===== config.mk =====
export PLATFORM = sky130hd
export DESIGN_NAME = argmax_seq
export DESIGN_NICKNAME = d
export VERILOG_FILES = /design/src/rtl/tpu_pkg.sv /design/src/rtl/argmax_key_enc.sv /design/src/rtl/argmax_seq.sv
export SDC_FILE = /design/constraint.sdc
export NUM_CORES = 1
export LEC_CHECK = 0
export CORE_ASPECT_RATIO = 0.7
export CORE_MARGIN = 3
export CORE_UTILIZATION = 58
export CTS_CLUSTER_DIAMETER = 50
export CTS_CLUSTER_SIZE = 12
export DETAILED_ROUTE_END_ITERATION = 8
export PLACE_DENSITY = 0.93
export SKIP_LAST_GASP = 1
export SYNTH_ARGS = -nofsm -noshare
export SYNTH_HDL_FRONTEND = slang
export SYNTH_SLANG_ARGS = --single-unit

===== constraint.sdc =====
create_clock -name clk -period 11.8 [get_ports clk]
set_clock_uncertainty 0.05 [all_clocks]
set_input_delay 2.36 -clock clk [delete_from_list [all_inputs] [get_ports clk]]
set_output_delay 2.36 -clock clk [all_outputs]
set_load 0.02 [all_outputs]

===== src/rtl/tpu_pkg.sv =====
// Shared types and score-ordering helper for the argmax scanner.
// score_key maps a raw score onto an unsigned key where a larger key means a better score.
package tpu_pkg;

    localparam int unsigned MODE_SIGNMAG = 32'd0;
    localparam int unsigned MODE_TWOS    = 32'd1;

    typedef enum logic [1:0] {
        IDLE = 2'd0,
        SCAN = 2'd1,
        DONE = 2'd2
    } state_t;

    // Key is width+1 bits in the low end of the result; scores up to 32 bits are supported.
    function automatic logic [32:0] score_key(
        input logic [31:0] v,
        input int unsigned width,
        input int unsigned mode
    );
        logic [32:0] top_bit;
        logic [32:0] mag_mask;
        logic [32:0] mag;
        logic [32:0] key;
        top_bit  = 33'd1 << (width - 32'd1);
        mag_mask = top_bit - 33'd1;
        mag      = {1'b0, v} & mag_mask;
        if (mode == MODE_TWOS) begin
            key = ({1'b0, v} ^ top_bit) & (mag_mask | top_bit);
        end else if (({1'b0, v} & top_bit) == 33'd0) begin
            key = (top_bit << 1) | mag;
        end else if (mag == 33'd0) begin
            // negative zero is the saturation marker and outranks every value
            key = (top_bit << 1) | top_bit;
        end else begin
            key = top_bit | (~mag & mag_mask);
        end
        return key;
    endfunction

endpackage


===== src/rtl/argmax_key_enc.sv =====
// Combinational score-to-key encoder; one instance per compare lane plus the running max.
module argmax_key_enc
    import tpu_pkg::*;
#(
    parameter int WIDTH = 8,
    parameter int MODE  = 0
) (
    input  logic [WIDTH-1:0] score,
    output logic [WIDTH:0]   key
);

    assign key = (WIDTH + 1)'(score_key(32'(score), WIDTH, MODE));

endmodule


===== src/rtl/argmax_seq.sv =====
// Sequential argmax over a packed score vector, LANES slices per scan cycle,
// with valid/ready handshakes on the input vector and the held result.
module argmax_seq
    import tpu_pkg::*;
#(
    parameter int WIDTH       = 8,
    parameter int N_CLASS     = 10,
    parameter int LANES       = 1,
    parameter int MODE        = 0,
    parameter int REVERSE_IDX = 1,
    localparam int IDX_W      = (N_CLASS > 1) ? $clog2(N_CLASS) : 1
) (
    input  logic                       clk,
    input  logic                       rst,
    input  logic                       in_valid,
    output logic                       in_ready,
    input  logic [N_CLASS*WIDTH-1:0]   in_data,
    output logic                       out_valid,
    input  logic                       out_ready,
    output logic [WIDTH-1:0]           out_max,
    output logic [IDX_W-1:0]           out_index,
    output logic                       busy
);

    localparam int PTR_W = $clog2(N_CLASS + LANES + 1);
    localparam int KEY_W = WIDTH + 1;

    state_t                     state_r;
    state_t                     state_s;
    logic [N_CLASS*WIDTH-1:0]   vec_r;
    logic [WIDTH-1:0]           max_r;
    logic [IDX_W-1:0]           pos_r;
    logic [PTR_W-1:0]           ptr_r;
    logic [WIDTH-1:0]           out_max_r;
    logic [IDX_W-1:0]           out_index_r;

    logic [WIDTH-1:0]           lane_score_s [LANES];
    logic [KEY_W-1:0]           lane_key_s   [LANES];
    logic                       lane_ok_s    [LANES];
    logic [KEY_W-1:0]           max_key_s;
    logic [WIDTH-1:0]           best_val_s;
    logic [IDX_W-1:0]           best_pos_s;
    logic [KEY_W-1:0]           best_key_s;
    logic                       last_s;

    function automatic logic [IDX_W-1:0] map_index(input logic [IDX_W-1:0] pos);
        if (REVERSE_IDX != 0) begin
            return IDX_W'(N_CLASS - 1) - pos;
        end else begin
            return pos;
        end
    endfunction

    for (genvar l = 0; l < LANES; l++) begin : g_lane
        logic [PTR_W-1:0] idx_s;
        logic [PTR_W-1:0] idx_c_s;
        assign idx_s            = ptr_r + PTR_W'(l);
        assign lane_ok_s[l]     = (idx_s < PTR_W'(N_CLASS));
        assign idx_c_s          = lane_ok_s[l] ? idx_s : PTR_W'(0);
        assign lane_score_s[l]  = WIDTH'(vec_r >> (32'(idx_c_s) * WIDTH));

        argmax_key_enc #(.WIDTH(WIDTH), .MODE(MODE)) u_enc (
            .score (lane_score_s[l]),
            .key   (lane_key_s[l])
        );
    end

    argmax_key_enc #(.WIDTH(WIDTH), .MODE(MODE)) u_enc_max (
        .score (max_r),
        .key   (max_key_s)
    );

    assign last_s    = ((ptr_r + PTR_W'(LANES)) >= PTR_W'(N_CLASS));
    assign in_ready  = (state_r == IDLE);
    assign busy      = (state_r != IDLE);
    assign out_valid = (state_r == DONE);
    assign out_max   = out_max_r;
    assign out_index = out_index_r;

    // Compare chain: lanes in ascending position, strict greater keeps the lowest position on ties
    always_comb begin
        best_val_s = max_r;
        best_pos_s = pos_r;
        best_key_s = max_key_s;
        for (int l = 0; l < LANES; l++) begin
            if (lane_ok_s[l] && (lane_key_s[l] > best_key_s)) begin
                best_val_s = lane_score_s[l];
                best_pos_s = IDX_W'(ptr_r + PTR_W'(l));
                best_key_s = lane_key_s[l];
            end else begin
                best_val_s = best_val_s;
            end
        end
    end

    // Next-state logic
    always_comb begin
        state_s = state_r;
        case (state_r)
            IDLE: begin
                if (in_valid) begin
                    state_s = (N_CLASS == 1) ? DONE : SCAN;
                end else begin
                    state_s = IDLE;
                end
            end
            SCAN: begin
                if (last_s) begin
                    state_s = DONE;
                end else begin
                    state_s = SCAN;
                end
            end
            DONE: begin
                if (out_ready) begin
                    state_s = IDLE;
                end else begin
                    state_s = DONE;
                end
            end
            default: state_s = IDLE;
        endcase
    end

    // State register
    always_ff @(posedge clk or posedge rst) begin
        if (rst) begin
            state_r <= IDLE;
        end else begin
            state_r <= state_s;
        end
    end

    // Vector capture, running max/pointer, and result registers loaded on entry to DONE
    always_ff @(posedge clk or posedge rst) begin
        if (rst) begin
            vec_r       <= '0;
            max_r       <= '0;
            pos_r       <= '0;
            ptr_r       <= '0;
            out_max_r   <= '0;
            out_index_r <= '0;
        end else begin
            case (state_r)
                IDLE: begin
                    if (in_valid) begin
                        vec_r <= in_data;
                        max_r <= in_data[WIDTH-1:0];
                        pos_r <= '0;
                        ptr_r <= PTR_W'(1);
                        if (N_CLASS == 1) begin
                            out_max_r   <= in_data[WIDTH-1:0];
                            out_index_r <= map_index('0);
                        end
                    end
                end
                SCAN: begin
                    max_r <= best_val_s;
                    pos_r <= best_pos_s;
                    ptr_r <= ptr_r + PTR_W'(LANES);
                    if (last_s) begin
                        out_max_r   <= best_val_s;
                        out_index_r <= map_index(best_pos_s);
                    end
                end
                default: begin
                    ptr_r <= ptr_r;
                end
            endcase
        end
    end

endmodule


==> impl_metrics.toml, run 1 <==
[clock_tree]
cts_buffers = 9
cts_resized = 0
h-tree-depth = 3
ctsLongestPathBuffers = 2
cts.clk_slew.worst_paths_ns = 0.08
cts_tree = "done"
clk_latency_ns = 0.36
cts_num_sinks = 110
cts_root_buf = "clkbuf_16"
postCtsSetupRepairBufs = 0
holdBufCountCts = 0

[floorplanning]
die-area_sq_um = 11150
initial_utilization = 0.6135
fp.dieW_microns = 124.9
core_area_sq_um = 9361
pin_count = 99
die_y_microns = 89.26
num_rows = 29

[synthesis]
synth_warnings = 0
synth_flop_cell = "dfrtp_1"
synthArstFlopShare = 1.000
synth_seq_cells = 110
syn-num-nets = 733
synth_area_leaders = "dfrtp_1 (48%), nand2_1 (16%), mux2i_1 (4.4%), ha_1 (2.6%), o21ai_0 (2.3%)"
synth-edff-count = 0
synth_top_cell_area_share = 0.4793
syn_area_per_cell_sq_um = 9.016
syn-cell-area_sq_um = 5743
synth.distinct_cells = 58
yosys.area.top_type = "dfrtp_1"
synthCells = 637
synth_seq_area_share = 0.4793

[worst_setup_path]
startpoint_type = "flop"
required_ns = 11.99
worstPathCellList = "mux4_1 > nand2b_1 > o211ai_1 > o21ai_1 > nor3_2 > a21oi_1 > ha_1 > o211ai_1 > a21oi_1 > o41ai_1 > a21oi_2 > mux2i_1 > ha_1 > nor2b_1 > o2111ai_1 > nand3_1"
crit_family = "compound AO/OA/AOI/OAI gates"
cp_slowest_cell = "dfrtp_2"
max_stage_delay_ns = 1.16
critPathKind = "reg -> reg"
critical_path.max_fanout = 51
critPathBufInv = 0
r2r_setup_slack_ns = 6.09
arrival_ns = 5.90
cp-end-kind = "flop"

[run_status]
status = "finished, final reports clean"

[final_layout]
n_antenna_cell = 0
finalNetCount = 807
area_growth_pct = 21.90
layout_commonest_cell = "nand2_1"
mostFrequentLayoutCells = "nand2_1 (246), dfrtp_1 (109), clkdlybuf4s50_1 (98)"
finalInstanceArea_sq_um = 7000
drive_above_1_share = 0.06434

[power_and_ir_drop]
comb_power_share = 0.577
clkPwrFrac = 0.124
p_int_mw = 1.331
power.leakage_nw = 3.357
seq_power_share = 0.299
vdd_ir_drop_max_mv = 0.1719
pwr_density_cell_nw_per_um2 = 356.2
netSwitchingFraction = 0.4662
switchingPower_mw = 1.163

[sta]
min_period_over_period = 0.4841
hold_viol = 0
tightestPinTransition_ns = 1.296
min_period_ns = 5.712
finalSetupViolations = 0
final_max_slew_viol_count = 0
slew_headroom = 0.1320
fin_setup_tns_ns = 0
fin_ws_ns = 6.088
fmax_mhz = 175.1
rsz0062_at_grt = "false"

[placed_design]
dpl_cell_area_sq_um = 6699
detailedPlace.worstSlack_ns = 6.217
io_buffers = 98
gp_congestion = 0.9360
hpwl_mm = 10.70

[global_routing]
grt_util_all_layers = 0.2784
grt_pass1_wl_mm = 24.48
overflow = 0
grt_pass1_vias = 4838
grt_max_degree = 82
antenna_found_initial = 0

[routing]
ant_nets = 0
via_per_inst = 5.932
drt_pre_antenna_iters = 5
drtIter0Drc = 612
wl_mm = 15.05
vias = 4977
wl_per_cell_microns = 17.94
post-route-drc-count = 0

[min_path]
hold_class = "reg -> reg"

[run]
maxCapViolCount = 0
sequential cells by signal, indices dropped and copies added (netlist names):
signal,cells
state_r,2
out_max,8
max_r,8
out_index,4
ptr_r,4
vec_r,80
pos_r,4
stage by stage:
step | util | hold WS, ns | power [mW] | instances
2_1_floorplan | - | 0.3873 | 1.764 | 637
3_3_place_gp | 0.7156 | 0.4079 | 2.003 | 824
3_5_place_dp | 0.7156 | 0.4131 | 2.141 | 824
4_1_cts | 0.7478 | 0.4323 | 2.464 | 839
5_1_grt | 0.7478 | 0.4424 | 2.655 | 839
6_report | 0.7478 | 0.4309 | 2.493 | 839
cells in the mapped netlist (3+ instances only):
cell type,number
clkbuf_1,20
mux4_2,3
a41oi_2,3
xor2_1,6
inv_1,16
o21ai_1,6
nand2b_1,7
o221ai_1,4
dfrtp_1,110
nor2b_1,9
and3_1,4
ha_1,12
nand2_1,247
nand3_1,8
a21o_1,4
mux2_2,7
a22o_1,5
a21oi_1,22
buf_2,11
a31oi_1,5
o21ai_0,26
a221o_1,9
nor2_1,19
mux2i_1,25
xnor2_1,3
power groups by stage:
stage | clock network [mW] | registers [mW] | logic, mW
floorplan | 0 | 0.661 | 1.10
global placement | 0 | 0.728 | 1.28
detailed placement | 0 | 0.740 | 1.40
CTS | 0.313 | 0.738 | 1.41
global route | 0.332 | 0.765 | 1.56
finish | 0.310 | 0.745 | 1.44
cell type report:
class,instances,area (sq um)
multi-input cells,473,2724
clock inverters,6,76.32
repair buffers,101,1003
fillers,647,2361
clock buffers,9,225.2
inverters,16,62.56
well taps,124,155.1
flip-flops and latches,110,2754
worst min-delay path, stage by stage, from the launching register on:
cell and delay (ns):
dfrtp_1 0.35, nand2_1 0.05, nand2_1 0.05
per-layer routing:
metal | track usage | wire length [microns]
met5 | 0 | 0
met4 | 0.07677 | 278
met1 | 0.3682 | 6234
met2 | 0.4706 | 7144
met3 | 0.06925 | 1391
kinds of logic (layout without fill, tap and decap cells):
group	Yosys count	in the layout	share of synthesized area
adders and majority gates	12	12	0.02614
muxes	40	40	0.08540
and+or+nand+nor	306	306	0.2179
buffers and inverters	54	132	0.04706
DFF	110	110	0.4793
xor gates and xnor gates	9	9	0.01373
AOI/OAI and AO/OA	106	106	0.1305
final timing paths:
check / start / to / cells after the start
max in group asynchronous: rst / ptr_r[0] / 3
worst min-delay path: vec_r[48] / vec_r[48] / 2
worst min register to register: vec_r[48] / vec_r[48] / 2
min in group asynchronous: rst / vec_r[76] / 2
worst max register to register: ptr_r[0] / out_index[3] / 16
worst max-delay path: ptr_r[0] / out_index[3] / 16
Note: power is estimated with default switching activity, not from simulation.
==> run 2, diff against run 1 <==
--- a/config.mk
+++ b/config.mk
@@ -7,11 +7,11 @@
 export LEC_CHECK = 0
 export CORE_ASPECT_RATIO = 0.7
 export CORE_MARGIN = 3
-export CORE_UTILIZATION = 58
+export CORE_UTILIZATION = 53
 export CTS_CLUSTER_DIAMETER = 50
 export CTS_CLUSTER_SIZE = 12
 export DETAILED_ROUTE_END_ITERATION = 8
-export PLACE_DENSITY = 0.93
+export PLACE_DENSITY = 0.87
 export SKIP_LAST_GASP = 1
 export SYNTH_ARGS = -nofsm -noshare
 export SYNTH_HDL_FRONTEND = slang
==> constraint.sdc (replaced) <==
create_clock -name clk -period 5.5 [get_ports clk]
set_clock_uncertainty 0.05 [all_clocks]
set_input_delay 1.1 -clock clk [delete_from_list [all_inputs] [get_ports clk]]
set_output_delay 1.1 -clock clk [all_outputs]
set_load 0.02 [all_outputs]
==> run 2 against run 1 <==
Against the previous run: fmax grew 17%; clock power up 110%; cell count increased by 1.9%; sequential power is 100% higher; register-to-register slack worse by 5.5 ns; power increased by 110%; setup slack got worse by 5.5 ns; critical endpoint is now max_r[2]; largest cell class unchanged.
==> impl_metrics.toml, run 2 (synthesis results as in run 1) <==
[worst_setup_path]
critPathBufInv = 1
critPathKind = "reg -> reg"
worstPathCellList = "nor2_1 > nand2_1 > a211oi_1 > a31oi_2 > nor3_2 > a21oi_1 > ha_1 > a22o_1 > o41ai_1 > a21oi_2 > buf_4 > and2_0 > a221o_1"
cp_slowest_cell = "dfrtp_1"
critical_path.max_fanout = 17
max_stage_delay_ns = 0.61
arrival_ns = 5.09
required_ns = 5.69
critPathLaunch = "ptr_r[1]"
cp-end-kind = "flop"
startpoint_type = "flop"
rr_startpoint = "ptr_r[1]"
crit_family = "compound AO/OA/AOI/OAI gates"

[routing]
drt_pre_antenna_iters = 6
wl_mm = 14.95
wl_per_cell_microns = 17.49
drtIter0Drc = 458
ant_nets = 0
via_per_inst = 5.696
post-route-drc-count = 0
vias = 4870

[global_routing]
grt_util_all_layers = 0.2559
grt_max_degree = 82
overflow = 0
grt_pass1_vias = 4728
grt_pass1_wl_mm = 24.26
antenna_found_initial = 0

[clock_tree]
cts_resized = 0
holdBufCountCts = 0
cts.clk_slew.worst_paths_ns = 0.08
ctsLongestPathBuffers = 2
cts_num_sinks = 110
cts_buffers = 9
postCtsSetupRepairBufs = 0
cts_tree = "done"
cts_root_buf = "clkbuf_16"
clk_latency_ns = 0.36
h-tree-depth = 3

[placed_design]
hpwl_mm = 10.82
io_buffers = 98
dpl_cell_area_sq_um = 6774
gp_congestion = 0.9193

[sta]
tightestPinTransition_ns = 0.8056
fmax_mhz = 204.0
min_period_over_period = 0.8913
min_period_ns = 4.902
finalSetupViolations = 0
slew_headroom = 0.4630
hold_viol = 0
rsz0062_at_grt = "false"
final_max_slew_viol_count = 0
fin_setup_tns_ns = 0

[power_and_ir_drop]
vdd_ir_drop_max_mv = 0.3424
pwr_density_cell_nw_per_um2 = 751.3
power.leakage_nw = 3.390

[floorplanning]
num_rows = 31
die-area_sq_um = 12140
pin_count = 99
fp.dieW_microns = 130.4
die_y_microns = 93.09
initial_utilization = 0.5504
core_area_sq_um = 10430

[final_layout]
fillers = 821
finalNetCount = 814
seqCellArea_sq_um = 2754
multi_input_area_sq_um = 2724
layout_commonest_cell = "nand2_1"
top_register = "vec_r"
finalInstanceArea_sq_um = 7066
area_growth_pct = 23.03
n_antenna_cell = 0
largest_reg_flops = 80
drive_above_1_share = 0.07331
mostFrequentLayoutCells = "nand2_1 (246), dfrtp_1 (109), clkdlybuf4s50_1 (98)"

[run]
maxCapViolCount = 0

[min_path]
min_from = "vec_r[65]"
hold_class = "reg -> reg"

[run_status]
status = "finished, final reports clean"
[run 2: cell count changes in the layout (fill, tap and decap cells not counted)]
cell,change
buf_4,+6
buf_12,+1
bufinv_16,-1
clkbuf_1,+1
clkinv_4,+1
clkinv_8,+1
inv_6,-1
[run 2: path summary, 6_finish.rpt]
| check | end | slack (ns) | depth (start not counted) |
|---|---|---|---|
| worst max-delay path | max_r[2] | 0.60 | 13 |
| worst min-delay path | vec_r[65] | 0.42 | 2 |
| worst max register to register | max_r[2] | 0.60 | 13 |
| worst min register to register | vec_r[65] | 0.42 | 2 |
| max in group asynchronous | vec_r[17] | 3.08 | 3 |
| min in group asynchronous | vec_r[11] | 1.19 | 2 |
[run 2: tightest hold or removal path, stage by stage (launching register included)]
cell and delay, ns:
dfrtp_1 0.34, nand2_1 0.05, nand2_1 0.05
[run 2: per-stage QoR]
stage / hold slack (ns) / std cells / power (mW) / setup slack (ns) / utilization
after floorplan: 0.3873 / 637 / 3.784 / 1.448 / -
after global placement: 0.4090 / 839 / 4.565 / 0.8956 / 0.6492
after detailed placement: 0.4055 / 839 / 4.630 / 0.7172 / 0.6492
after CTS: 0.4301 / 855 / 5.289 / 0.6852 / 0.6772
after global routing: 0.4498 / 855 / 5.753 / 0.1115 / 0.6772
final: 0.4247 / 855 / 5.308 / 0.5978 / 0.6772
[run 2: power by group]
part           switching (mW)  leakage, nW  internal [mW]
registers               0.327         1.37           1.19
logic                    1.80         1.87           1.34
clock network           0.326        0.142          0.320
total                    2.45         3.39           2.86
[run 2: metal layers]
metal,track usage,vias up,wire [microns]
met5,0,-,0
met3,0.06050,19,1068
li1,-,2304,-
met2,0.3899,188,6732
met4,0.04623,0,155
met1,0.3795,2359,6996
[run 2: layout make-up]
type	count	area share
Clock buffer	10	0.03241
Timing Repair Buffer	108	0.1512
Multi-Input combinational cell	473	0.3855
Tap cell	132	0.02338
Sequential cell	110	0.3898
Clock inverter	6	0.008854
Inverter	16	0.008854
==> run 3, diff against run 2 <==
--- a/config.mk
+++ b/config.mk
@@ -6,7 +6,7 @@
 export NUM_CORES = 1
 export LEC_CHECK = 0
 export CORE_ASPECT_RATIO = 0.7
-export CORE_MARGIN = 3
+export CORE_MARGIN = 4
 export CORE_UTILIZATION = 53
 export CTS_CLUSTER_DIAMETER = 50
 export CTS_CLUSTER_SIZE = 12
==> run 3 against run 2 <==
Against the previous run: clock power is 1% lower; setup slack got worse by 0.039 ns; cell count shrank 0.23%; combinational power about the same; register-to-register slack worse by 0.04 ns; largest power group unchanged; sequential share of layout area rose by 0.15 points; power barely moved; global-route usage decreased by 0.96 points.
==> impl_metrics.toml, run 3 (synthesis results as in run 1) <==
[clock_tree]
cts_buffers = 9
clk_latency_ns = 0.35
cts_root_buf = "clkbuf_16"
ctsLongestPathBuffers = 2
cts.clk_slew.worst_paths_ns = 0.08
postCtsSetupRepairBufs = 0
cts_resized = 0
cts_num_sinks = 110
cts_tree = "done"
h-tree-depth = 3
holdBufCountCts = 0

[power_and_ir_drop]
power.leakage_nw = 3.378
vdd_ir_drop_max_mv = 0.3641
comb_power_share = 0.589
seq_power_share = 0.291
switchingPower_mw = 2.465
clkPwrFrac = 0.120
p_int_mw = 2.846
netSwitchingFraction = 0.4642
pwr_density_cell_nw_per_um2 = 754.4

[worst_setup_path]
rr_startpoint = "ptr_r[0]"
cp_slowest_cell = "dfrtp_2"
rr_endpoint = "out_index[3]"
max_stage_delay_ns = 0.79
critPathKind = "reg -> reg"
startpoint_type = "flop"
required_ns = 5.73
critPathBufInv = 1
cp-end-kind = "flop"
worstPathCellList = "buf_4 > mux2i_1 > a221o_1 > o21ai_0 > a41oi_2 > and4_1 > a21oi_1 > ha_1 > a22o_1 > o41ai_1 > a21oi_2 > mux2i_1 > ha_1 > nand2b_1 > a211o_1 > nand3_1"
arrival_ns = 5.18
crit_family = "compound AO/OA/AOI/OAI gates"
reg2regPathDepth = 16
r2r_setup_slack_ns = 0.56
critical_path.max_fanout = 28

[routing]
drtIter0Drc = 418
vias = 4810
post-route-drc-count = 0
wl_per_cell_microns = 17.32
wl_mm = 14.78
drt_pre_antenna_iters = 5
ant_nets = 0
via_per_inst = 5.639

[final_layout]
finalNetCount = 812
fillers = 825
finalInstanceArea_sq_um = 7039
area_growth_pct = 22.57
n_antenna_cell = 0
top_register = "vec_r"
largest_reg_flops = 80
drive_above_1_share = 0.07212
mostFrequentLayoutCells = "nand2_1 (246), dfrtp_1 (109), clkdlybuf4s50_1 (98)"
layout_commonest_cell = "nand2_1"

[min_path]
holdPathEnd = "out_max[6]"
hold_path_depth = 2
min_from = "out_max[6]"
hold_class = "reg -> reg"

[sta]
hold_viol = 0
finalSetupViolations = 0
min_period_over_period = 0.8985
min_period_ns = 4.942
fin_setup_tns_ns = 0
slew_headroom = 0.3793
final_max_slew_viol_count = 0
fmax_mhz = 202.4
rsz0062_at_grt = "false"
tightestPinTransition_ns = 0.9310

[floorplanning]
pin_count = 99
initial_utilization = 0.5484
core_area_sq_um = 10470
die-area_sq_um = 12590
num_rows = 31
die_y_microns = 95.09
fp.dieW_microns = 132.4

[placed_design]
dpl_cell_area_sq_um = 6746
hpwl_mm = 10.95
io_buffers = 98
gp_congestion = 0.9736

[global_routing]
overflow = 0
grt_pass1_vias = 4795
grt_max_degree = 81
grt_pass1_wl_mm = 24.66
grt_util_all_layers = 0.2464
antenna_found_initial = 0

[run_status]
status = "finished, final reports clean"

[run]
maxCapViolCount = 0
[run 3: worst max path at each step]
stage / depth (start not counted) / endpoint / start / slack, ns
final: 16 / out_index[3] / ptr_r[0] / 0.56
after global routing: 16 / out_index[3] / ptr_r[1] / 0.16
after CTS: 16 / out_index[3] / ptr_r[0] / 0.63
after detailed placement: 15 / out_index[3] / ptr_r[1] / 0.68
after global placement: 15 / out_index[3] / ptr_r[1] / 0.87
after floorplan: 1 / max_r[0] / rst / 1.45
[run 3: final cells by class]
| class | count | area, sq um | share of cell area |
|---|---|---|---|
| well taps | 132 | 165.2 | 0.02346 |
| clock buffers | 9 | 225.2 | 0.03199 |
| multi-input cells | 473 | 2724 | 0.3870 |
| flip-flops and latches | 110 | 2754 | 0.3912 |
| inverters | 16 | 62.56 | 0.008887 |
| repair buffers | 106 | 1041 | 0.1479 |
| clock inverters | 7 | 67.56 | 0.009598 |
[run 3: stage by stage]
| stage | hold slack, ns | total power [mW] | util | std cells | setup WS [ns] |
|---|---|---|---|---|---|
| floorplan | 0.3873 | 3.784 | - | 637 | 1.448 |
| global placement | 0.4051 | 4.546 | 0.6442 | 837 | 0.8690 |
| detailed placement | 0.4131 | 4.618 | 0.6442 | 837 | 0.6758 |
| CTS | 0.4328 | 5.286 | 0.6722 | 853 | 0.6293 |
| global route | 0.4524 | 5.727 | 0.6722 | 853 | 0.1619 |
| finish | 0.4254 | 5.311 | 0.6722 | 853 | 0.5583 |
[run 3: tightest hold or removal path: cells and delay by family, from the launching register on]
kind / cells / cell delay, ns
AOI/OAI and AO/OA: 1 / 0.05
DFF: 1 / 0.34
and+or+nand+nor: 1 / 0.04
[run 3: layer usage]
layer  GRT usage  vias up  part of all wire
met4     0.04498        0            0.0091
li1            -     2302                 -
met5           0        -                 0
met1      0.3555     2318              0.47
met3     0.05538       13             0.071
met2      0.3909      177              0.45
[run 3: power by group through the flow]
stage / logic [mW] / clock network [mW] / registers (mW)
after global routing: 3.45 / 0.682 / 1.59
after global placement: 3.01 / 0 / 1.54
after CTS: 3.09 / 0.651 / 1.54
after detailed placement: 3.07 / 0 / 1.55
final: 3.13 / 0.638 / 1.55
after floorplan: 2.37 / 0 / 1.42
